File: config.mk
export PLATFORM = sky130hd
export DESIGN_NAME = addr_bus_sequencer_flat
export DESIGN_NICKNAME = d
export VERILOG_FILES = /design/src/rtl/addr_bus_sequencer_if.sv /design/src/rtl/addr_bus_sequencer.sv /design/src/flat_wrapper.sv
export SDC_FILE = /design/constraint.sdc
export NUM_CORES = 1
export LEC_CHECK = 0
export CORE_MARGIN = 3
export CORE_UTILIZATION = 26
export CTS_CLUSTER_DIAMETER = 40
export DETAILED_ROUTE_END_ITERATION = 16
export GPL_ROUTABILITY_DRIVEN = 0
export HOLD_SLACK_MARGIN = 0.08
export PLACE_DENSITY = 0.79
export SLEW_MARGIN = 10
export SYNTH_ARGS = -nofsm -noshare
export SYNTH_HDL_FRONTEND = slang
export SYNTH_SLANG_ARGS = --single-unit
File: constraint.sdc
create_clock -name CLK -period 1.4 [get_ports CLK]
set_input_delay 0.28 -clock CLK [delete_from_list [all_inputs] [get_ports CLK]]
set_output_delay 0.28 -clock CLK [all_outputs]
set_load 0.02 [all_outputs]
File: src/rtl/addr_bus_sequencer_if.sv
// Bus bundle for addr_bus_sequencer: core/debug address sources in, address,
// lane enables and access-sequencing status out.
interface addr_bus_sequencer_if #(
  parameter int AW   = 16,
  parameter int NSRC = 5,
  parameter int SELW = 3
);
  logic                 FETCH;
  logic                 DECODE;
  logic                 BYTEX;
  logic [SELW-1:0]      ADDR_SEL;
  logic [NSRC*AW-1:0]   SRC_ADDR;
  logic                 START;
  logic                 MEM_WAIT;
  logic                 DEBUG_REQ;
  logic                 DEBUG_GNT;
  logic [AW-1:0]        ADDR;
  logic [1:0]           BYTE_EN;
  logic                 HIGH_BYTEX;
  logic                 STALL;
  logic                 DONE;
  logic                 START_ERR;

  modport master (
    output FETCH, DECODE, BYTEX, ADDR_SEL, SRC_ADDR, START, MEM_WAIT, DEBUG_REQ,
    input  DEBUG_GNT, ADDR, BYTE_EN, HIGH_BYTEX, STALL, DONE, START_ERR
  );

  modport slave (
    input  FETCH, DECODE, BYTEX, ADDR_SEL, SRC_ADDR, START, MEM_WAIT, DEBUG_REQ,
    output DEBUG_GNT, ADDR, BYTE_EN, HIGH_BYTEX, STALL, DONE, START_ERR
  );
endinterface

File: src/rtl/addr_bus_sequencer.sv
// Address-bus source mux with wait-state access sequencing, debugger bus
// ownership handshake and byte-lane enable generation.
module addr_bus_sequencer #(
  parameter int AW          = 16,
  parameter int NSRC        = 5,
  parameter int SELW        = 3,
  parameter int PC_SRC      = 0,
  parameter int DEBUG_SRC   = 4,
  parameter int DEFAULT_SRC = 2,
  parameter int WAIT_STATES = 0
) (
  input  logic CLK,
  input  logic RESET,
  addr_bus_sequencer_if.slave bus
);
  localparam int CW = (WAIT_STATES > 0) ? $clog2(WAIT_STATES + 1) : 1;

  typedef enum logic {IDLE, BUSY} state_e;

  state_e          state_q, state_d;
  logic [CW-1:0]   cnt_q, cnt_d;
  logic [SELW-1:0] sel_q, sel_d, next_sel;
  logic            gnt_q, gnt_d;
  logic            err_q, err_d;
  logic            busy, done, stall;
  logic [AW-1:0]   addr;
  logic [1:0]      byte_en;

  always_ff @(posedge CLK or negedge RESET) begin
    if (!RESET) begin
      state_q <= IDLE;
      cnt_q   <= '0;
      sel_q   <= SELW'(PC_SRC);
      gnt_q   <= 1'b0;
      err_q   <= 1'b0;
    end else begin
      state_q <= state_d;
      cnt_q   <= cnt_d;
      sel_q   <= sel_d;
      gnt_q   <= gnt_d;
      err_q   <= err_d;
    end
  end

  always_comb begin
    if (gnt_q)
      next_sel = SELW'(DEBUG_SRC);
    else if (bus.FETCH || bus.DECODE)
      next_sel = SELW'(PC_SRC);
    else if (32'(bus.ADDR_SEL) < 32'(NSRC))
      next_sel = bus.ADDR_SEL;
    else
      next_sel = SELW'(DEFAULT_SRC);

    state_d = state_q;
    cnt_d   = cnt_q;
    sel_d   = sel_q;
    gnt_d   = gnt_q;
    err_d   = err_q;

    case (state_q)
      IDLE: begin
        if (bus.START) begin
          state_d = BUSY;
          cnt_d   = CW'(WAIT_STATES);
        end
      end
      BUSY: begin
        if (cnt_q != '0) begin
          cnt_d = cnt_q - CW'(1);
        end else if (!bus.MEM_WAIT) begin
          // Completion cycle doubles as the accept slot for a back-to-back access
          if (bus.START) cnt_d = CW'(WAIT_STATES);
          else           state_d = IDLE;
        end
      end
      default: state_d = IDLE;
    endcase

    if (state_q == IDLE || done) sel_d = next_sel;

    // Grant only from IDLE so a same-cycle START keeps the bus for the core
    if (gnt_q) begin
      if (!bus.DEBUG_REQ && (state_q == IDLE || done)) gnt_d = 1'b0;
    end else if (state_q == IDLE && bus.DEBUG_REQ && !bus.START) begin
      gnt_d = 1'b1;
    end

    if (stall && bus.START) err_d = 1'b1;
  end

  always_comb begin
    busy  = (state_q == BUSY);
    done  = busy && (cnt_q == '0) && !bus.MEM_WAIT;
    stall = busy && !done;

    addr = '0;
    for (int unsigned i = 0; i < NSRC; i++) begin
      if (sel_q == SELW'(i)) addr = bus.SRC_ADDR[i*AW +: AW];
    end

    if (!bus.BYTEX)  byte_en = 2'b11;
    else if (addr[0]) byte_en = 2'b10;
    else              byte_en = 2'b01;
  end

  assign bus.ADDR       = addr;
  assign bus.BYTE_EN    = byte_en;
  assign bus.HIGH_BYTEX = addr[0] & bus.BYTEX;
  assign bus.STALL      = stall;
  assign bus.DONE       = done;
  assign bus.DEBUG_GNT  = gnt_q;
  assign bus.START_ERR  = err_q;
endmodule

File: src/flat_wrapper.sv
// flat-port wrapper written by rule: the top's interface ports become plain ports
module addr_bus_sequencer_flat 
#(
  parameter int AW          = 16,
  parameter int NSRC        = 5,
  parameter int SELW        = 3,
  parameter int PC_SRC      = 0,
  parameter int DEBUG_SRC   = 4,
  parameter int DEFAULT_SRC = 2,
  parameter int WAIT_STATES = 0
)
  (CLK, RESET, bus_FETCH, bus_DECODE, bus_BYTEX, bus_ADDR_SEL, bus_SRC_ADDR, bus_START, bus_MEM_WAIT, bus_DEBUG_REQ, bus_DEBUG_GNT, bus_ADDR, bus_BYTE_EN, bus_HIGH_BYTEX, bus_STALL, bus_DONE, bus_START_ERR);
  addr_bus_sequencer_if #(.AW(AW), .NSRC(NSRC), .SELW(SELW)) bus_i ();
  input  logic CLK;
  input  logic RESET;
  input wire logic [$bits(bus_i.FETCH)-1:0] bus_FETCH;
  input wire logic [$bits(bus_i.DECODE)-1:0] bus_DECODE;
  input wire logic [$bits(bus_i.BYTEX)-1:0] bus_BYTEX;
  input wire logic [$bits(bus_i.ADDR_SEL)-1:0] bus_ADDR_SEL;
  input wire logic [$bits(bus_i.SRC_ADDR)-1:0] bus_SRC_ADDR;
  input wire logic [$bits(bus_i.START)-1:0] bus_START;
  input wire logic [$bits(bus_i.MEM_WAIT)-1:0] bus_MEM_WAIT;
  input wire logic [$bits(bus_i.DEBUG_REQ)-1:0] bus_DEBUG_REQ;
  output wire logic [$bits(bus_i.DEBUG_GNT)-1:0] bus_DEBUG_GNT;
  output wire logic [$bits(bus_i.ADDR)-1:0] bus_ADDR;
  output wire logic [$bits(bus_i.BYTE_EN)-1:0] bus_BYTE_EN;
  output wire logic [$bits(bus_i.HIGH_BYTEX)-1:0] bus_HIGH_BYTEX;
  output wire logic [$bits(bus_i.STALL)-1:0] bus_STALL;
  output wire logic [$bits(bus_i.DONE)-1:0] bus_DONE;
  output wire logic [$bits(bus_i.START_ERR)-1:0] bus_START_ERR;
  assign bus_i.FETCH = bus_FETCH;
  assign bus_i.DECODE = bus_DECODE;
  assign bus_i.BYTEX = bus_BYTEX;
  assign bus_i.ADDR_SEL = bus_ADDR_SEL;
  assign bus_i.SRC_ADDR = bus_SRC_ADDR;
  assign bus_i.START = bus_START;
  assign bus_i.MEM_WAIT = bus_MEM_WAIT;
  assign bus_i.DEBUG_REQ = bus_DEBUG_REQ;
  assign bus_DEBUG_GNT = bus_i.DEBUG_GNT;
  assign bus_ADDR = bus_i.ADDR;
  assign bus_BYTE_EN = bus_i.BYTE_EN;
  assign bus_HIGH_BYTEX = bus_i.HIGH_BYTEX;
  assign bus_STALL = bus_i.STALL;
  assign bus_DONE = bus_i.DONE;
  assign bus_START_ERR = bus_i.START_ERR;
  addr_bus_sequencer #(.AW(AW), .NSRC(NSRC), .SELW(SELW), .PC_SRC(PC_SRC), .DEBUG_SRC(DEBUG_SRC), .DEFAULT_SRC(DEFAULT_SRC), .WAIT_STATES(WAIT_STATES)) u_core (.CLK(CLK), .RESET(RESET), .bus(bus_i));
endmodule
==> results of run 1 <==
[cells by family (layout without fill, tap and decap cells)]
logic type,Yosys count,in the layout,share of synthesized area
mux,32,32,0.302
flops,6,6,0.139
simple gates,16,16,0.0868
compound gates,55,55,0.362
buf+inv,17,139,0.110
[critical path, stage by stage (launching register included)]
cell and delay (ps):
dfrtp_2 410, buf_4 160, buf_12 140, mux2i_2 180, o2bb2ai_2 80, o21a_2 180, buf_4 150
[sequential cells by signal, indices dropped and copies added, names as in the netlist]
signal / count
u_core.sel_q: 3
u_core.busy: 1
u_core.bus.DEBUG_GNT: 1
u_core.bus.START_ERR: 1
[metrics by stage]
stage	hold WS (ps)	cell area (um^2)	TNS [ps]
after floorplan	-15.6	1160	-882
after global placement	443	2370	-12010
after detailed placement	448	2370	-12390
after CTS	299	2630	-7510
after global routing	324	2700	-8370
final	298	2700	-7260
[Yosys cell counts, types with 2 or more instances]
cell	count
a21oi_1	2
buf_2	2
buf_4	2
buf_6	6
clkbuf_1	5
dfrtp_1	6
inv_1	2
mux2i_1	30
nand2_1	5
nand3_1	2
nor2_1	2
o21a_1	15
o21ai_0	15
o2bb2ai_1	15
[per-layer routing]
metal,up-vias,routed length [um]
li1,723,-
met1,656,1800
met2,63,2390
met3,8,324
met4,0,57
met5,-,0
[cell type report]
class / instances / area (um^2)
timing repair buffer: 133 / 1380
fill: 305 / 1120
multi-input combinational: 103 / 1060
sequential: 6 / 153
tap: 48 / 60.1
clock buffer: 4 / 45.0
inverter: 2 / 7.51
[power by group through the flow]
stage / logic (mW) / clock network (mW) / registers [mW]
6_report: 1.28 / 0.269 / 0.202
5_1_grt: 1.35 / 0.284 / 0.204
4_1_cts: 1.20 / 0.274 / 0.201
3_5_place_dp: 1.04 / 0 / 0.201
3_3_place_gp: 1.03 / 0 / 0.200
2_1_floorplan: 0.513 / 0 / 0.199
[timing repair]
| item | CTS | global route |
|---|---|---|
| pin swaps | 8 | 2 |
| cloned | 2 | 1 |
| buffers inserted | 4 | 0 |
| endpoints found under the setup margin | 23 | 20 |
| gates resized for setup | 151 | 22 |
[final timing paths]
kind                                       from              endpoint  slack (ps)  cells after the start
min in group CLK           u_core.bus.START_ERR  u_core.bus.START_ERR         450                      1
setup reg to reg           u_core.bus.DEBUG_GNT       u_core.sel_q[0]         220                      2
setup / recovery                u_core.sel_q[2]          bus_ADDR[13]        -400                      6
hold reg to reg            u_core.bus.START_ERR  u_core.bus.START_ERR         450                      1
hold / removal                            RESET  u_core.bus.START_ERR         300                      1
max in group asynchronous                 RESET       u_core.sel_q[2]         870                      1
==> impl_metrics.env, run 1 <==
export IMPL_post_route_util=0.706
export IMPL_grt_pass1_vias=1528
export IMPL_fin_nets=340
export IMPL_dp_cells=287
export IMPL_crit_arrival_ps=1520
export IMPL_dp_slack_ps=-779
export IMPL_yosysTopAreaCell="mux2i_1"
export IMPL_grt_util_met2=0.320
export IMPL_synthCells=126
export IMPL_synthArstFlopShare=1.00
export IMPL_synthesis_area_um2=1080
export IMPL_wl_per_cell_um=15.5
export IMPL_status="finished with violations"
export IMPL_dieArea_um2=4970
export IMPL_ys_flop_type="dfrtp_1"
export IMPL_wirelength_um=4570
export IMPL_htreeDepth=1
export IMPL_drv_cap=0
export IMPL_grt_busiest_layer="met2"
export IMPL_syn2layout_area_growth_pct=150
export IMPL_die_height_um=70.5
export IMPL_antenna_found_initial=0
export IMPL_cts_sinks=6
export IMPL_vdd_drop_max_mv=0.666
export IMPL_skew_ps=3.07
export IMPL_dr_total_vias=1450
export IMPL_ys_seq_elements=6
export IMPL_critPathKind="flip-flop to output pin"
export IMPL_ys_seq_area_frac=0.139
export IMPL_syn_nets=217
export IMPL_final_setup_worst_slack_ps=-401
export IMPL_hpwl_um=3580
export IMPL_stdcell_count=296
export IMPL_comb_power_share=0.731
export IMPL_first_pass_iters=4
export IMPL_p_switching_mw=0.592
export IMPL_numCtsBuffers=3
export IMPL_rows=22
export IMPL_io_pins=114
export IMPL_synthDistinctLibCells=31
export IMPL_fmax_mhz=555
export IMPL_rsz0062_at_grt="true"
export IMPL_slew_headroom=0.806
export IMPL_start_util=0.283
export IMPL_crit_path_end_kind="output pin"
export IMPL_core_area_um2=3830
export IMPL_layout_common_cells="clkdlybuf4s50_1 (90), buf_6 (21), mux2i_1 (18)"
export IMPL_initialDrtViolationCount=38
export IMPL_path_clk_slew_ps=40
export IMPL_die_x_um=70.5
export IMPL_grt_pass1_wl_um=7200
export IMPL_remaining_drc_errors=0
export IMPL_p_leak_nw=1.00
export IMPL_io_buffers=113
export IMPL_cp_max_fo=5
export IMPL_worst_slew_pin_transition_ps=287
export IMPL_gr_usage_met1=0.212
export IMPL_use_met3=0.0417
export IMPL_cts_tree="done"
export IMPL_period_share=1.29
export IMPL_seqPwrFrac=0.115
export IMPL_synth_edff_count=0
export IMPL_root_buffer="clkbuf_8"
export IMPL_period_needed_ps=1800
export IMPL_clkPwrFrac=0.154
export IMPL_swShare=0.339
export IMPL_hold_viol=0
export IMPL_drtAntennaViolNets=0
export IMPL_synth_warnings=0
export IMPL_grt_max_degree=28
export IMPL_worst_endpoint_required_ps=1120
export IMPL_layout_drive_gt1_share=0.387
export IMPL_setup_viol=19
export IMPL_drt_vias_per_instance=4.90
export IMPL_synthTopCellsByArea="mux2i_1 (28%), dfrtp_1 (14%), o2bb2ai_1 (12%)"
export IMPL_drv_slew=0
export IMPL_min_path_type="primary input to asynchronous set/reset pin"
export IMPL_synth_top_cell_area_share=0.278
export IMPL_clkLatencyLatePin_ps=220
export IMPL_power_density_nw_per_um2=646
export IMPL_mostFrequentLayoutCell="clkdlybuf4s50_1"
export IMPL_clockBufferDepth=2
export IMPL_syn_area_per_cell_um2=8.58
export IMPL_finalPower_mw=1.75
export IMPL_grt_usage=0.177
export IMPL_cts_hold_buffers=0
export IMPL_cp_start_kind="flip-flop"
export IMPL_internal_power_mw=1.15
export IMPL_diodes=0
export IMPL_gr_total_overflow=0
export IMPL_failed_checks="negative setup slack"
Power figures use the tool's default switching activity.
==> run 2, diff against run 1 <==
--- a/config.mk
+++ b/config.mk
@@ -5,13 +5,15 @@
 export SDC_FILE = /design/constraint.sdc
 export NUM_CORES = 1
 export LEC_CHECK = 0
+export CAP_MARGIN = 30
 export CORE_MARGIN = 3
-export CORE_UTILIZATION = 26
+export CORE_UTILIZATION = 27
+export CTS_BUF_LIST = sky130_fd_sc_hd__clkbuf_8
 export CTS_CLUSTER_DIAMETER = 40
 export DETAILED_ROUTE_END_ITERATION = 16
 export GPL_ROUTABILITY_DRIVEN = 0
 export HOLD_SLACK_MARGIN = 0.08
-export PLACE_DENSITY = 0.79
+export PLACE_DENSITY_LB_ADDON = 0.1
 export SLEW_MARGIN = 10
 export SYNTH_ARGS = -nofsm -noshare
 export SYNTH_HDL_FRONTEND = slang
==> run 2 against run 1 <==
  * The run still ends with negative setup slack left
  * Clock skew is 2.8 ps lower
  * Clock power hardly changed
  * Critical path depth stayed put
  * Clock-buffer cell count is 1 lower
  * Sequential cell count stayed put
  * Critical path type unchanged
==> impl_metrics.env, run 2 (synthesis gave the netlist of run 1 again) <==
export IMPL_grt_pass1_vias=1682
export IMPL_ff2ff_path_depth=2
export IMPL_diodes=0
export IMPL_nFillCells=257
export IMPL_rsz0062_at_grt="true"
export IMPL_first_pass_iters=4
export IMPL_die_x_um=69.3
export IMPL_antenna_found_initial=0
export IMPL_cp_max_fo=4
export IMPL_failed_checks="negative setup slack"
export IMPL_worstSetupStartpoint="u_core.sel_q[2]"
export IMPL_wl_per_cell_um=15.9
export IMPL_hold_viol=0
export IMPL_fin_setup_tns_ps=-7430
export IMPL_path_clk_slew_ps=40
export IMPL_period_share=1.32
export IMPL_worst_endpoint_required_ps=1120
export IMPL_grt_usage=0.194
export IMPL_layout_common_cells="clkdlybuf4s50_1 (90), buf_6 (25), buf_4 (15)"
export IMPL_skew_ps=0.283
export IMPL_root_buffer="clkbuf_8"
export IMPL_period_needed_ps=1850
export IMPL_p_leak_nw=1.04
export IMPL_vdd_drop_max_mv=0.566
export IMPL_die_height_um=69.3
export IMPL_final_setup_worst_slack_ps=-446
export IMPL_setup_viol=19
export IMPL_core_area_um2=3770
export IMPL_io_pins=114
export IMPL_remaining_drc_errors=0
export IMPL_mostFrequentLayoutCell="clkdlybuf4s50_1"
export IMPL_drtAntennaViolNets=0
export IMPL_drt_vias_per_instance=4.99
export IMPL_clkLatencyLatePin_ps=220
export IMPL_rows=22
export IMPL_clockBufferDepth=2
export IMPL_power_density_nw_per_um2=645
export IMPL_min_path_type="primary input to asynchronous set/reset pin"
export IMPL_io_buffers=113
export IMPL_layout_drive_gt1_share=0.396
export IMPL_fmax_mhz=542
export IMPL_cts_tree="done"
export IMPL_crit_path_end_kind="output pin"
export IMPL_ff2ff_setup_slack_ps=180
export IMPL_critPathKind="flip-flop to output pin"
export IMPL_grt_pass1_wl_um=7660
export IMPL_hpwl_um=3710
export IMPL_post_route_util=0.741
export IMPL_timing_rr_start="u_core.bus.DEBUG_GNT"
export IMPL_cts_sinks=6
export IMPL_fin_nets=347
export IMPL_drv_slew=0
export IMPL_regMostFlops="u_core.sel_q"
export IMPL_initialDrtViolationCount=27
export IMPL_worst_slew_pin_transition_ps=288
export IMPL_start_util=0.287
export IMPL_dr_total_vias=1512
export IMPL_cp_start_kind="flip-flop"
export IMPL_grt_max_degree=30
export IMPL_dieArea_um2=4800
export IMPL_finalPower_mw=1.80
export IMPL_syn2layout_area_growth_pct=158
export IMPL_largest_reg_flops=3
export IMPL_wirelength_um=4810
export IMPL_status="finished with violations"
export IMPL_slew_headroom=0.805
export IMPL_htreeDepth=1
export IMPL_drv_cap=0
export IMPL_numCtsBuffers=3
export IMPL_crit_arrival_ps=1570
export IMPL_gr_total_overflow=0
## run 2: cell count changes in the layout (fill, tap and decap cells not counted), moves of 2 or more
cell,delta
buf_12,+2
buf_4,+2
buf_6,+4
mux2i_1,-4
mux2i_2,+3
nand3_4,+2
o21ai_0,+4
o21ai_2,-5
## run 2: per-stage QoR
| stage | setup slack (ps) | std cells | instance area, um^2 | hold WS (ps) |
|---|---|---|---|---|
| final | -446 | 303 | 2790 | 308 |
| after global routing | -508 | 303 | 2790 | 331 |
| after CTS | -434 | 301 | 2670 | 311 |
| after detailed placement | -759 | 290 | 2410 | 451 |
| after global placement | -733 | 290 | 2410 | 436 |
| after floorplan | -76.3 | 126 | 1160 | -15.6 |
## run 2: layer usage
metal	global-route usage	part of all wire	routed length, um	up-vias
met4	0.0607	0.020	96	0
met1	0.188	0.34	1650	699
met3	0.0594	0.072	345	10
met5	0	0	0	-
li1	-	-	-	735
met2	0.385	0.56	2710	68
## run 2: where the power goes
part | internal [mW] | switching (mW) | total (mW)
Clock | 0.189 | 0.0820 | 0.271
Sequential | 0.187 | 0.0116 | 0.199
Combinational | 0.809 | 0.525 | 1.33
Total | 1.18 | 0.618 | 1.80
## run 2: timing repair
action	in CTS	in global routing
hold buffers	0	0
setup buffers	6	2
gates resized for setup	148	24
cloned	1	0
pin swaps	12	9
endpoints found under the setup margin	23	20
## run 2: final timing paths
kind | end
max | bus_BYTE_EN[1]
min | u_core.bus.DEBUG_GNT
max reg2reg | u_core.sel_q[0]
min reg2reg | u_core.bus.START_ERR
max in group asynchronous | u_core.sel_q[0]
min in group CLK | u_core.bus.START_ERR
## run 2: layout make-up
cell class | count | area (um^2) | area share
clock buffers | 3 | 41.3 | 0.0148
clock inverters | 1 | 3.75 | 0.00134
inverters | 2 | 7.51 | 0.00269
multi-input cells | 103 | 1070 | 0.385
flip-flops and latches | 6 | 151 | 0.0542
well taps | 48 | 60.1 | 0.0215
repair buffers | 140 | 1460 | 0.521
## run 2: worst max-delay path, cell delays in order (launching register included)
cell     delay, ps
dfrtp_1        390
buf_6          140
mux2_4         310
a21oi_4        160
buf_6          130
nand3_4         70
buf_6          130
